[src/rtl/riscv_ctrl_pkg.sv]
// Shared encodings for the multicycle RISC-V control path.
// Latency: n/a (types and constants only).
// Backpressure: n/a.
//
// Holds the controller state enum, the supported opcodes, the ALUOp code
// consumed by alu_control and the ALU operand select encodings.
package riscv_ctrl_pkg;

    typedef enum logic [3:0] {
        S_FETCH     = 4'd0,
        S_DECODE    = 4'd1,
        S_MEM_ADDR  = 4'd2,
        S_MEM_READ  = 4'd3,
        S_MEM_WB    = 4'd4,
        S_MEM_WRITE = 4'd5,
        S_EXECUTE   = 4'd6,
        S_R_WB      = 4'd7,
        S_BRANCH    = 4'd8
    } state_t;

    localparam logic [6:0] OP_R      = 7'b0110011;
    localparam logic [6:0] OP_LOAD   = 7'b0000011;
    localparam logic [6:0] OP_STORE  = 7'b0100011;
    localparam logic [6:0] OP_BRANCH = 7'b1100011;

    localparam logic [1:0] ALUOP_ADD   = 2'b00;
    localparam logic [1:0] ALUOP_SUB   = 2'b01;
    localparam logic [1:0] ALUOP_FUNCT = 2'b10;

    localparam logic [1:0] SRC_A_PC    = 2'b00;
    localparam logic [1:0] SRC_A_RS1   = 2'b01;
    localparam logic [1:0] SRC_A_OLDPC = 2'b10;

    localparam logic [1:0] SRC_B_RS2   = 2'b00;
    localparam logic [1:0] SRC_B_FOUR  = 2'b01;
    localparam logic [1:0] SRC_B_IMM   = 2'b10;

    function automatic logic is_mem_op(input logic [6:0] op);
        return (op == OP_LOAD) || (op == OP_STORE);
    endfunction

endpackage

[src/rtl/multicycle_control.sv]
// Main control FSM for the multicycle RISC-V datapath (Moore decode of state).
// Latency: R 4, LOAD 5, STORE 4, BRANCH 3, illegal 2 cycles with memory ready.
// Backpressure: mem_ready low holds FETCH/MEM_READ/MEM_WRITE with requests held.
//
// Ports: clk/rst_n (async active-low); opcode, zero, mem_ready in;
// alu_op, alu_src_a, alu_src_b, iord, mem_read, mem_write, ir_write,
// pc_write_en, pc_source, mem_to_reg, reg_write, illegal_instr out;
// instret = retired-instruction count, state = current state for debug.
module multicycle_control
    import riscv_ctrl_pkg::*;
#(
    parameter int CNT_W = 32
) (
    input  logic             clk,
    input  logic             rst_n,
    input  logic [6:0]       opcode,
    input  logic             zero,
    input  logic             mem_ready,
    output logic [1:0]       alu_op,
    output logic [1:0]       alu_src_a,
    output logic [1:0]       alu_src_b,
    output logic             iord,
    output logic             mem_read,
    output logic             mem_write,
    output logic             ir_write,
    output logic             pc_write_en,
    output logic             pc_source,
    output logic             mem_to_reg,
    output logic             reg_write,
    output logic             illegal_instr,
    output logic [CNT_W-1:0] instret,
    output logic [3:0]       state
);

    state_t cur_state;
    state_t nxt_state;
    logic   retire;

    always_ff @(posedge clk or negedge rst_n) begin
        if (!rst_n) begin
            cur_state <= S_FETCH;
        end else begin
            cur_state <= nxt_state;
        end
    end

    // Next state and the retire strobe. Retirement is the transition back
    // to FETCH from a completing state; an illegal opcode also returns to
    // FETCH from DECODE but is not a retirement.
    always_comb begin
        nxt_state = cur_state;
        retire    = 1'b0;
        case (cur_state)
            S_FETCH: begin
                if (mem_ready) nxt_state = S_DECODE;
            end
            S_DECODE: begin
                if (is_mem_op(opcode))        nxt_state = S_MEM_ADDR;
                else if (opcode == OP_R)      nxt_state = S_EXECUTE;
                else if (opcode == OP_BRANCH) nxt_state = S_BRANCH;
                else                          nxt_state = S_FETCH;
            end
            S_MEM_ADDR: begin
                nxt_state = (opcode == OP_LOAD) ? S_MEM_READ : S_MEM_WRITE;
            end
            S_MEM_READ: begin
                if (mem_ready) nxt_state = S_MEM_WB;
            end
            S_MEM_WB: begin
                nxt_state = S_FETCH;
                retire    = 1'b1;
            end
            S_MEM_WRITE: begin
                if (mem_ready) begin
                    nxt_state = S_FETCH;
                    retire    = 1'b1;
                end
            end
            S_EXECUTE: begin
                nxt_state = S_R_WB;
            end
            S_R_WB: begin
                nxt_state = S_FETCH;
                retire    = 1'b1;
            end
            S_BRANCH: begin
                nxt_state = S_FETCH;
                retire    = 1'b1;
            end
            default: begin
                // Unused encodings fall back to FETCH on the next edge.
                nxt_state = S_FETCH;
            end
        endcase
    end

    // Moore output decode; only pc_write_en/ir_write also look at
    // mem_ready and zero, and they stay purely combinational.
    always_comb begin
        alu_op        = ALUOP_ADD;
        alu_src_a     = SRC_A_PC;
        alu_src_b     = SRC_B_RS2;
        iord          = 1'b0;
        mem_read      = 1'b0;
        mem_write     = 1'b0;
        ir_write      = 1'b0;
        pc_write_en   = 1'b0;
        pc_source     = 1'b0;
        mem_to_reg    = 1'b0;
        reg_write     = 1'b0;
        illegal_instr = 1'b0;
        case (cur_state)
            S_FETCH: begin
                mem_read    = 1'b1;
                alu_src_a   = SRC_A_PC;
                alu_src_b   = SRC_B_FOUR;
                alu_op      = ALUOP_ADD;
                ir_write    = mem_ready;
                pc_write_en = mem_ready;
            end
            S_DECODE: begin
                // Branch target (oldPC + imm) is parked in ALUOut here.
                alu_src_a     = SRC_A_OLDPC;
                alu_src_b     = SRC_B_IMM;
                alu_op        = ALUOP_ADD;
                illegal_instr = !(is_mem_op(opcode) || opcode == OP_R
                                  || opcode == OP_BRANCH);
            end
            S_MEM_ADDR: begin
                alu_src_a = SRC_A_RS1;
                alu_src_b = SRC_B_IMM;
                alu_op    = ALUOP_ADD;
            end
            S_MEM_READ: begin
                mem_read = 1'b1;
                iord     = 1'b1;
            end
            S_MEM_WB: begin
                reg_write  = 1'b1;
                mem_to_reg = 1'b1;
            end
            S_MEM_WRITE: begin
                mem_write = 1'b1;
                iord      = 1'b1;
            end
            S_EXECUTE: begin
                alu_src_a = SRC_A_RS1;
                alu_src_b = SRC_B_RS2;
                alu_op    = ALUOP_FUNCT;
            end
            S_R_WB: begin
                reg_write = 1'b1;
            end
            S_BRANCH: begin
                alu_src_a   = SRC_A_RS1;
                alu_src_b   = SRC_B_RS2;
                alu_op      = ALUOP_SUB;
                pc_source   = 1'b1;
                pc_write_en = zero;
            end
            default: begin
            end
        endcase
    end

    // Free-running wrap at 2^CNT_W - 1 -> 0.
    always_ff @(posedge clk or negedge rst_n) begin
        if (!rst_n) begin
            instret <= '0;
        end else if (retire) begin
            instret <= instret + CNT_W'(1);
        end
    end

    assign state = cur_state;

endmodule

[config.mk]
export PLATFORM = sky130hd
export DESIGN_NAME = multicycle_control
export DESIGN_NICKNAME = d
export VERILOG_FILES = /design/src/rtl/riscv_ctrl_pkg.sv /design/src/rtl/multicycle_control.sv
export SDC_FILE = /design/constraint.sdc
export NUM_CORES = 1
export LEC_CHECK = 0
export ABC_AREA = 1
export ABC_CLOCK_PERIOD_IN_PS = 3500
export CORE_UTILIZATION = 46
export CTS_CLUSTER_DIAMETER = 200
export DETAILED_ROUTE_END_ITERATION = 8
export MAX_ROUTING_LAYER = met4
export PLACE_DENSITY = 0.79
export SETUP_SLACK_MARGIN = 0.4
export SYNTH_ARGS = -nofsm -noshare
export SYNTH_HDL_FRONTEND = slang
export SYNTH_SLANG_ARGS = --single-unit
[constraint.sdc]
create_clock -name clk -period 3.5 [get_ports clk]
set_input_delay 0.875 -clock clk [delete_from_list [all_inputs] [get_ports clk]]
set_output_delay 0.875 -clock clk [all_outputs]
set_load 0.02 [all_outputs]
* Word-level counts from Yosys, hierarchy flattened *
Index checks and enable logic that the tools add are counted.

cells by class
  $add $sub $neg = 1
  eq/ne operators = 15
  muxes and demuxes = 22
  reduce and logical (&&, ||, !) cells = 12

operators by type and width
  operator                 number
  $add A32 B1 Y32 const B  1
  $mux W4                  6
  $pmux W4 S6              1
  $eq A4 B3 Y1 const B     4
  $eq A7 B6 Y1 const B     2
  $pmux W2 S2              3
  $mux W1                  9
  $eq A4 B2 Y1 const B     2
  $reduce_or A2 Y1         4
  $eq A7 B2 Y1 const B     1
  $eq A7 B7 Y1 const B     1
  $ne A2 B2 Y1 const B     3
  $reduce_or A3 Y1         2
  $eq A4 B1 Y1 const B     1
  $eq A4 B4 Y1 const B     1
  $logic_not A4 Y1         1
  $pmux W1 S2              2
  $logic_or A1 B1 Y1       3
  $mux W3                  1
  $reduce_and A3 Y1        1
  $logic_not A1 Y1         1

storage, ports and cells
  input bits = 11
  output and inout port bits = 51
  bits in registers = 36
  logic and storage cells = 52

* Depth between registers and ports, before layout *
Gate-level depths: netlist (run 1).

  depth after elaboration = 6
  gate-level depth with buffers = 10
  gate-level depth less buffers = 10

* Worst setup path after synthesis (run 1) *
No wires, ideal clock.

  path kind = reg-to-output
  from = register cur_state[3] (netlist: state[3])
  to = output port illegal_instr
  path slack = 0.860 ns
  data arrival time = 1.765 ns
  required time = 2.625 ns
  cell stages (with the launch flop) = 6
  cells stage by stage = dfrtp_1 nor2_1 inv_1 nor3_1 nand2_1 nor2_1

between the ends
  longest elaborated chain between the ends = 2

RTL lines
  element                 line                       RTL
  from (decl)             multicycle_control.sv:35   state_t cur_state;
  from (signal assigned)  multicycle_control.sv:43   cur_state <= nxt_state;
  $eq A4 B1 Y1            multicycle_control.sv:112  case (cur_state)
  $mux W1                 multicycle_control.sv:112
  to (decl)               multicycle_control.sv:30   output logic illegal_instr,

Every way passes these cells.

* Final worst setup path (run 1) *
  from = input port opcode[1]
  to = output port illegal_instr

between the ends
  longest elaborated chain between the ends = 6

RTL lines
  element                                       line                       RTL
  from (decl)                                   multicycle_control.sv:16   input logic [6:0] opcode,
  $eq A7 B2 Y1 or $eq A7 B6 Y1 (tied branches)  riscv_ctrl_pkg.sv:39       return (op == OP_LOAD) || (op == OP_STORE);
  $logic_or A1 B1 Y1                            riscv_ctrl_pkg.sv:39
  $logic_or A1 B1 Y1                            multicycle_control.sv:126  illegal_instr = !(is_mem_op(opcode) || opcode == OP_R
  $logic_or A1 B1 Y1 (*)                        multicycle_control.sv:127  || opcode == OP_BRANCH);
  $logic_not A1 Y1 (*)                          multicycle_control.sv:126
  $mux W1 (*)                                   multicycle_control.sv:112

Mark *: on every way between the ends. The rest lies on a longest branch, timed or not.

==> results.cfg, run 1 <==
[clock_network]
root_buffer = clkbuf_8
tritoncts = built
clockBufferDepth = 2
clock_insertion_delay_worst_skew_ps = 290
cts_inserted_buffers = 5
clk_pin_slew_ps = 70
clock_sinks = 36
h-tree-depth = 2

[sta]
maxSlewHeadroom_pct = 47.6
finalClockSkew_ps = 5.54
rsz0062_at_grt = false
period_needed_ps = 2960
finalHoldViolations = 0
post-route-period-util_pct = 84.5
setup_viol = 0
max_slew.worst_pin.slew_ps = 786
fin_tns_setup_ps = 0
slew_viol_final = 0
fmax_mhz = 338

[layout]
multi_input_area_um2 = 1250
num-fill-cells = 472
final_cells = 498
diodes = 0
areaGrowthSynthToFinish_pct = 34.2
nNetsFinal = 442
drive_gt1_share_pct = 4.41
seqCellArea_um2 = 901

[yosys]
ys.flop_type = dfrtp_1
synth_top_cell_by_area = dfrtp_1
yosys-top-cells-area = dfrtp_1 39%, nand2_1 24%, nor2_1 9.0%, inv_1 7.2%, nand3_1 4.9%
synth_common_cells = 152 x nand2_1, 56 x nor2_1, 45 x inv_1
syn_inst = 363
synth-edff-count = 0
synth_seq_cells = 36
synthArstFlopShare_pct = 100
synth_fp_nets = 375
syn_area_per_cell_um2 = 6.44
ys_types = 22
yosys.cell_count.top_type = nand2_1
ys_seq_area_share_pct = 38.5
ys_warn_count = 0
synth_area_um2 = 2340
synth.top_cell.area_share_pct = 38.5

[floorplanning]
ioPinCount = 62
die_w_um = 73.3
coreArea_um2 = 4820
num_rows = 25
start_util_pct = 48.5
die-area_um2 = 5370
die_height_um = 73.3

[drt]
routed-via-count = 2428
top_layer = met4
drt_iter0_markers = 188
routed_via_density = 4.88
drc = 0
wirelength_mm = 5.87
ant_nets = 0
drtPass1Iterations = 4
wl_met2_mm = 2.54
wl_met3_um = 334
wl_met1_mm = 2.91
wl_per_cell_um = 11.8

[power_and_ir_drop]
cellPowerDensity_nw_per_um2 = 383
p_sw_share_pct = 33.0
internal-power_uw = 805
clkPwrFrac_pct = 29.7
ir_drop_mv = 0.314
p_leak_uw = 0.00140
p_switching_uw = 397
pwr-share-seq_pct = 40.0
p_comb_share_pct = 30.3

[worst_hold_path]
whs_path_depth = 1
min_path_type = reg2reg

[setup_path]
end_kind = output port
critPathArrivalTime_ps = 2080
cp.required_ps = 2620
cp-start-kind = input pin
r2r_cells = 8
path_class = in2out
path_max_fanout = 2

[global_route]
grt_pass1_vias = 2133
gr-total-overflow = 0
grt_pass1_wl_mm = 9.57
antenna_found_initial = 0
grt_max_degree = 45
grt_usage_pct = 24.1

[place]
dp_cells = 488
port_buffers = 61
gp_congestion = 0.961
hpwlAfterDp_mm = 4.44

[status]
status = completed

[job]
cap_violations = 0
-- through the flow --
step	setup WS, ps	area (µm²)	utilization (%)	total power (µW)	hold WS [ps]
after global routing	422	3140	65.1	1270	548
final	541	3140	65.1	1200	523
after CTS	442	3120	64.7	1210	532
after detailed placement	111	3010	62.4	857	514
after floorplan	860	2340	-	681	579
after global placement	168	3010	62.4	855	505
-- timing repair --
item	in CTS	in global routing
setup endpoints to repair	2	2
pin swaps	0	2
setup buffers	0	2
hold buffers	0	0
gates resized for setup	3	4
-- cell type report --
cell class,instances,area share (%)
clock buffer,6,2.31
clock inverter,2,1.12
sequential,36,28.7
multi-input combinational,277,39.7
inverter,46,5.51
timing repair buffer,64,19.9
tap,67,2.67
-- placed cells by master, fill, tap and decap left out --
cell and instances:
a22oi_1 1, buf_2 1, buf_4 3, bufinv_16 1, clkbuf_1 1, clkbuf_2 1
clkbuf_8 5, clkdlybuf4s50_1 57, clkinv_2 1, dfrtp_1 36, dlygate4sd2_1 1, dlymetal6s2s_1 1
ha_1 1, inv_1 45, inv_2 1, nand2_1 152, nand2_2 1, nand3_1 23
nand3_4 1, nand4_1 11, nor2_1 56, nor2_2 2, nor3_1 3, nor3_2 1
nor3_4 1, nor4_1 1, o211ai_1 1, o21ai_0 6, xnor2_1 10, xor2_1 6
-- flip-flops by register name, indices dropped and copies added, names as in the netlist --
signal / count
state: 4
instret: 32
-- final timing paths --
kind                                  to  startpoint  slack [ps]
min in group asynchronous     instret[5]       rst_n         670
max                        illegal_instr   opcode[1]         540
min reg2reg                   instret[3]  instret[3]         520
min                           instret[3]  instret[3]         520
max in group asynchronous    instret[25]       rst_n        2340
max reg2reg                  instret[14]    state[1]        1720
-- power by group through the flow --
stage / combinational, µW / clock, µW / sequential [µW]
3_5_place_dp: 369 / 0 / 489
6_report: 364 / 357 / 480
5_1_grt: 395 / 387 / 484
3_3_place_gp: 368 / 0 / 487
2_1_floorplan: 169 / 0 / 512
4_1_cts: 365 / 364 / 481
-- logic make-up (layout without fill, tap and decap cells) --
logic type                 Yosys count  in the layout  share of synthesized area [%]
DFF                                 36             36                           38.5
adders and majority gates            1              1                          0.535
buffers and inverters               50            118                           8.62
AOI/OAI and AO/OA                    8              8                           1.93
xor gates and xnor gates            16             16                           6.00
and+or+nand+nor                    252            252                           44.4
-- critical path, cell delays in order --
cell	delay (ps)
clkdlybuf4s50_1	450
nand2_1	80
nor3_4	180
buf_4	140
nand4_1	90
nand2_1	80
nor2_1	40
clkbuf_2	150
-- routing by layer --
metal	vias to the layer above	track usage, %
met3	8	4.66
met2	77	36.0
met1	1091	32.8
li1	1252	-
met5	-	-
met4	0	8.06
Power figures use the tool's default switching activity.
==> run 2, diff against run 1 <==
Settings changed: ABC_CLOCK_PERIOD_IN_PS 3500 to 2800.
Clock period 3.5 ns to 2.8 ns, I/O delays scaled along.
==> run 2 against run 1 <==
  * Final area grew 4.3%
  * Hold slack improved by 8.9 ps
  * Count of clock-buffer cells in the layout shrank 1
  * Clock skew is 1.7 ps higher
  * Global-route usage up 2.8 points
  * Register-to-register slack got worse by 710 ps
  * Critical path type is now reg2out
  * Critical endpoint unchanged
  * Largest power group unchanged
  * Highest routed layer unchanged
==> results.cfg, run 2 (synthesized netlist as in run 1, its figures left out) <==
[status]
status = completed

[clock_network]
cts_inserted_buffers = 5
clock_insertion_delay_worst_skew_ps = 300
h-tree-depth = 2
clockBufferDepth = 2
root_buffer = clkbuf_8
holdBufCountCts = 0
clk_pin_slew_ps = 80
tritoncts = built
clock_sinks = 36

[sta]
rsz0062_at_grt = true
finalHoldViolations = 0
finalClockSkew_ps = 7.24
maxSlewHeadroom_pct = 68.3
timing.final.ws_setup_ps = 413
fin_hold_ws_ps = 532
setup_viol = 0
fin_tns_setup_ps = 0
slew_viol_final = 0
fmax_mhz = 419
post-route-period-util_pct = 85.2
max_slew.worst_pin.slew_ps = 475
period_needed_ps = 2390

[drt]
drc = 0
wl_per_cell_um = 12.9
ant_nets = 0
drt_iter0_markers = 157
wirelength_mm = 6.64
routed_via_density = 4.95
drtPass1Iterations = 5
routed-via-count = 2545

[worst_hold_path]
min_path_type = reg2reg
whs_path_depth = 1

[floorplanning]
coreArea_um2 = 4820
ioPinCount = 62
die_w_um = 73.3
die_height_um = 73.3
num_rows = 25
start_util_pct = 48.5
die-area_um2 = 5370

[layout]
finalInstanceArea_um2 = 3270
final_common_cell = nand2_1
areaGrowthSynthToFinish_pct = 40.0
nNetsFinal = 458
multi_input_area_um2 = 1260
largest_register_ff_count = 32
seqCellArea_um2 = 901
drive_gt1_share_pct = 9.40
diodes = 0
largest_register = instret
layout_common_cells = 151 x nand2_1, 56 x nor2_1, 44 x inv_1
num-fill-cells = 443

[setup_path]
cp-start-kind = register
critPathArrivalTime_ps = 1690
cpMostUsedCell = nor2_1
r2r_cells = 6
path_class = reg2out
crit_chain = nor2_1 > inv_1 > nor3_4 > nand2_1 > nor2_1 > buf_4
end_kind = output port
crit_slowest_cell = dfrtp_1
max_stage_delay_ps = 450
critPathTopFamily = simple AND/OR/NAND/NOR gates
cp.depth = 6
cp_num_buf_inv = 2
cp.required_ps = 2100
path_max_fanout = 5

[place]
place_area_um2 = 3080
port_buffers = 61
hpwlAfterDp_mm = 4.75
gp_congestion = 0.959
place_ws_ps = -303

[power_and_ir_drop]
p_leak_uw = 0.00158
cellPowerDensity_nw_per_um2 = 468
ir_drop_mv = 0.374

[global_route]
gr-total-overflow = 0
antenna_found_initial = 0
grt_pass1_wl_mm = 10.7
grt_max_degree = 37
grt_pass1_vias = 2292
grt_usage_pct = 26.9

[job]
cap_violations = 0
[run 2: metal layers]
layer	share of wire, %	GRT usage [%]	vias to the layer above
met5	0	-	-
met4	1.6	6.54	0
met3	5.7	5.49	15
met2	46	43.7	95
met1	46	34.5	1154
li1	-	-	1281
[run 2: path summary, 6_finish.rpt]
path                       slack [ps]        from            end
min in group asynchronous         830       rst_n     instret[2]
hold / removal                    530  instret[3]     instret[3]
max in group asynchronous        1630       rst_n    instret[24]
setup reg to reg                 1010    state[1]    instret[13]
setup / recovery                  410    state[3]  illegal_instr
hold reg to reg                   530  instret[3]     instret[3]
[run 2: stage by stage]
stage          total power (µW)  utilization, %  cells
2_1_floorplan               854               -    363
3_3_place_gp               1080            63.8    496
3_5_place_dp               1090            63.8    496
4_1_cts                    1530            67.0    512
5_1_grt                    1600            67.9    514
6_report                   1530            67.9    514
[run 2: final cells by class]
cell class,count,area share (%)
repair buffers,80,22.6
inverters,46,5.28
well taps,67,2.56
flip-flops and latches,36,27.5
clock buffers,5,2.10
multi-input cells,277,38.6
clock inverters,3,1.30
[run 2: what timing repair did]
item / 4_1_cts / 5_1_grt
pin swaps: 2 / 3
gates resized for setup: 25 / 16
buffers inserted: 8 / 2
endpoints found under the setup margin: 15 / 7
[run 2: power breakdown]
group          internal (µW)  total (µW)  switching, µW  leakage (µW)
registers                551         601           49.5      0.000496
logic                    179         461            282       0.00103
clock network            264         470            206     0.0000541
==> run 3, diff against run 2 <==
Settings changed: CORE_MARGIN set to 4, REMOVE_ABC_BUFFERS set to 1, SLEW_MARGIN set to 0.
==> run 3 against run 2 <==
  * Count of clock-buffer cells in the layout rose by 3
  * Via count decreased by 4.1%
  * Clock power shrank 20%
  * Largest cell class unchanged
  * Critical path depth stayed put
==> results.cfg, run 3 (synthesized netlist as in run 1, its figures left out) <==
[layout]
num-fill-cells = 475
final_common_cell = nand2_1
nNetsFinal = 445
final_cells = 501
layout_common_cells = 151 x nand2_1, 56 x nor2_1, 45 x inv_1
diodes = 0
largest_register = instret
areaGrowthSynthToFinish_pct = 34.4
largest_register_ff_count = 32
seqCellArea_um2 = 902
multi_input_area_um2 = 1260
drive_gt1_share_pct = 6.68

[power_and_ir_drop]
p_leak_uw = 0.00146
ir_drop_mv = 0.309
cellPowerDensity_nw_per_um2 = 453

[place]
port_buffers = 61
gp_congestion = 0.909
hpwlAfterDp_mm = 4.67
dp_cells = 493
place_ws_ps = -245

[global_route]
grt_max_degree = 45
gr-total-overflow = 0
grt_pass1_wl_mm = 10.6
antenna_found_initial = 0
grt_usage_pct = 21.8
grt_pass1_vias = 2328

[sta]
fin_tns_setup_ps = 0
finalClockSkew_ps = 5.21
period_needed_ps = 2370
slew_viol_final = 0
fmax_mhz = 422
rsz0062_at_grt = true
post-route-period-util_pct = 84.7
timing.final.ws_setup_ps = 428
finalHoldViolations = 0
maxSlewHeadroom_pct = 47.7
setup_viol = 0
max_slew.worst_pin.slew_ps = 785

[clock_network]
cts_inserted_buffers = 5
clockBufferDepth = 2
clock_insertion_delay_worst_skew_ps = 280
root_buffer = clkbuf_8
h-tree-depth = 2
tritoncts = built
clk_pin_slew_ps = 70
clock_sinks = 36
postCtsSetupRepairBufs = 0

[setup_path]
path_max_fanout = 2
max_stage_delay_ps = 480
cp.depth = 6
r2r_cells = 10
cp_num_buf_inv = 3
cp.required_ps = 2100
crit_slowest_cell = clkdlybuf4s50_1
path_class = in2out
critPathTopFamily = buffers and inverters
critPathArrivalTime_ps = 1670
end_kind = output port
crit_chain = clkdlybuf4s50_1 > inv_1 > nand4_1 > nand2_1 > nor2_1 > buf_4
cp-start-kind = input pin

[floorplanning]
start_util_pct = 48.5
die-area_um2 = 6290
die_height_um = 79.3
coreArea_um2 = 4820
num_rows = 25
ioPinCount = 62
die_w_um = 79.3

[status]
status = completed

[drt]
wl_per_cell_um = 12.2
drtPass1Iterations = 4
drt_iter0_markers = 154
drc = 0
routed-via-count = 2440
wirelength_mm = 6.09
routed_via_density = 4.87
ant_nets = 0

[worst_hold_path]
min_path_type = in2async

[job]
cap_violations = 0
-- run 3: cell count changes in the layout (fill, tap and decap cells not counted), sizes merged --
cell	before	now
clkdlybuf4s50	39	41
clkinvlp	1	0
dlygate4sd2	11	9
dlymetal6s2s	7	4
clkdlybuf4s15	0	1
clkbuf	7	11
buf	21	9
bufinv	1	0
clkinv	1	0
-- run 3: where the power goes --
group / internal (µW) / switching (µW)
clock network: 201 / 176
logic: 176 / 273
registers: 552 / 46.9
-- run 3: timing repair --
item / CTS / global route
setup endpoints to repair: 15 / 5
gates cloned: 0 / 0
hold buffers: 0 / 0
pin swaps: 2 / 3
endpoints found under the hold margin: 0 / 0
resized for setup: 27 / 15
-- run 3: worst paths after layout --
kind	start	endpoint	slack (ps)
setup / recovery	opcode[4]	illegal_instr	430
hold / removal	rst_n	instret[23]	490
setup reg to reg	instret[0]	instret[26]	1000
hold reg to reg	instret[5]	instret[5]	530
max in group asynchronous	rst_n	state[1]	1760
min in group clk	instret[5]	instret[5]	530
-- run 3: metrics by stage --
stage	hold WS [ps]	utilization [%]	cell area [µm²]	power, µW
floorplan	404	-	2310	846
global placement	514	63.2	3040	1070
detailed placement	514	63.2	3040	1080
CTS	517	64.8	3120	1430
global route	558	65.2	3140	1510
finish	494	65.2	3140	1420
-- run 3: routing by layer --
layer / global-route usage (%) / vias up / routed length (µm)
met5: - / - / 0
met3: 3.85 / 12 / 306
li1: - / 1258 / -
met1: 28.6 / 1105 / 2850
met4: 8.42 / 0 / 116
met2: 33.8 / 65 / 2820
-- run 3: cell type report --
| cell class | count | share of cell area [%] |
|---|---|---|
| clock buffer | 8 | 2.87 |
| multi-input combinational | 277 | 40.3 |
| timing repair buffer | 67 | 20.0 |
| sequential | 36 | 28.7 |
| inverter | 46 | 5.50 |
| tap | 67 | 2.67 |
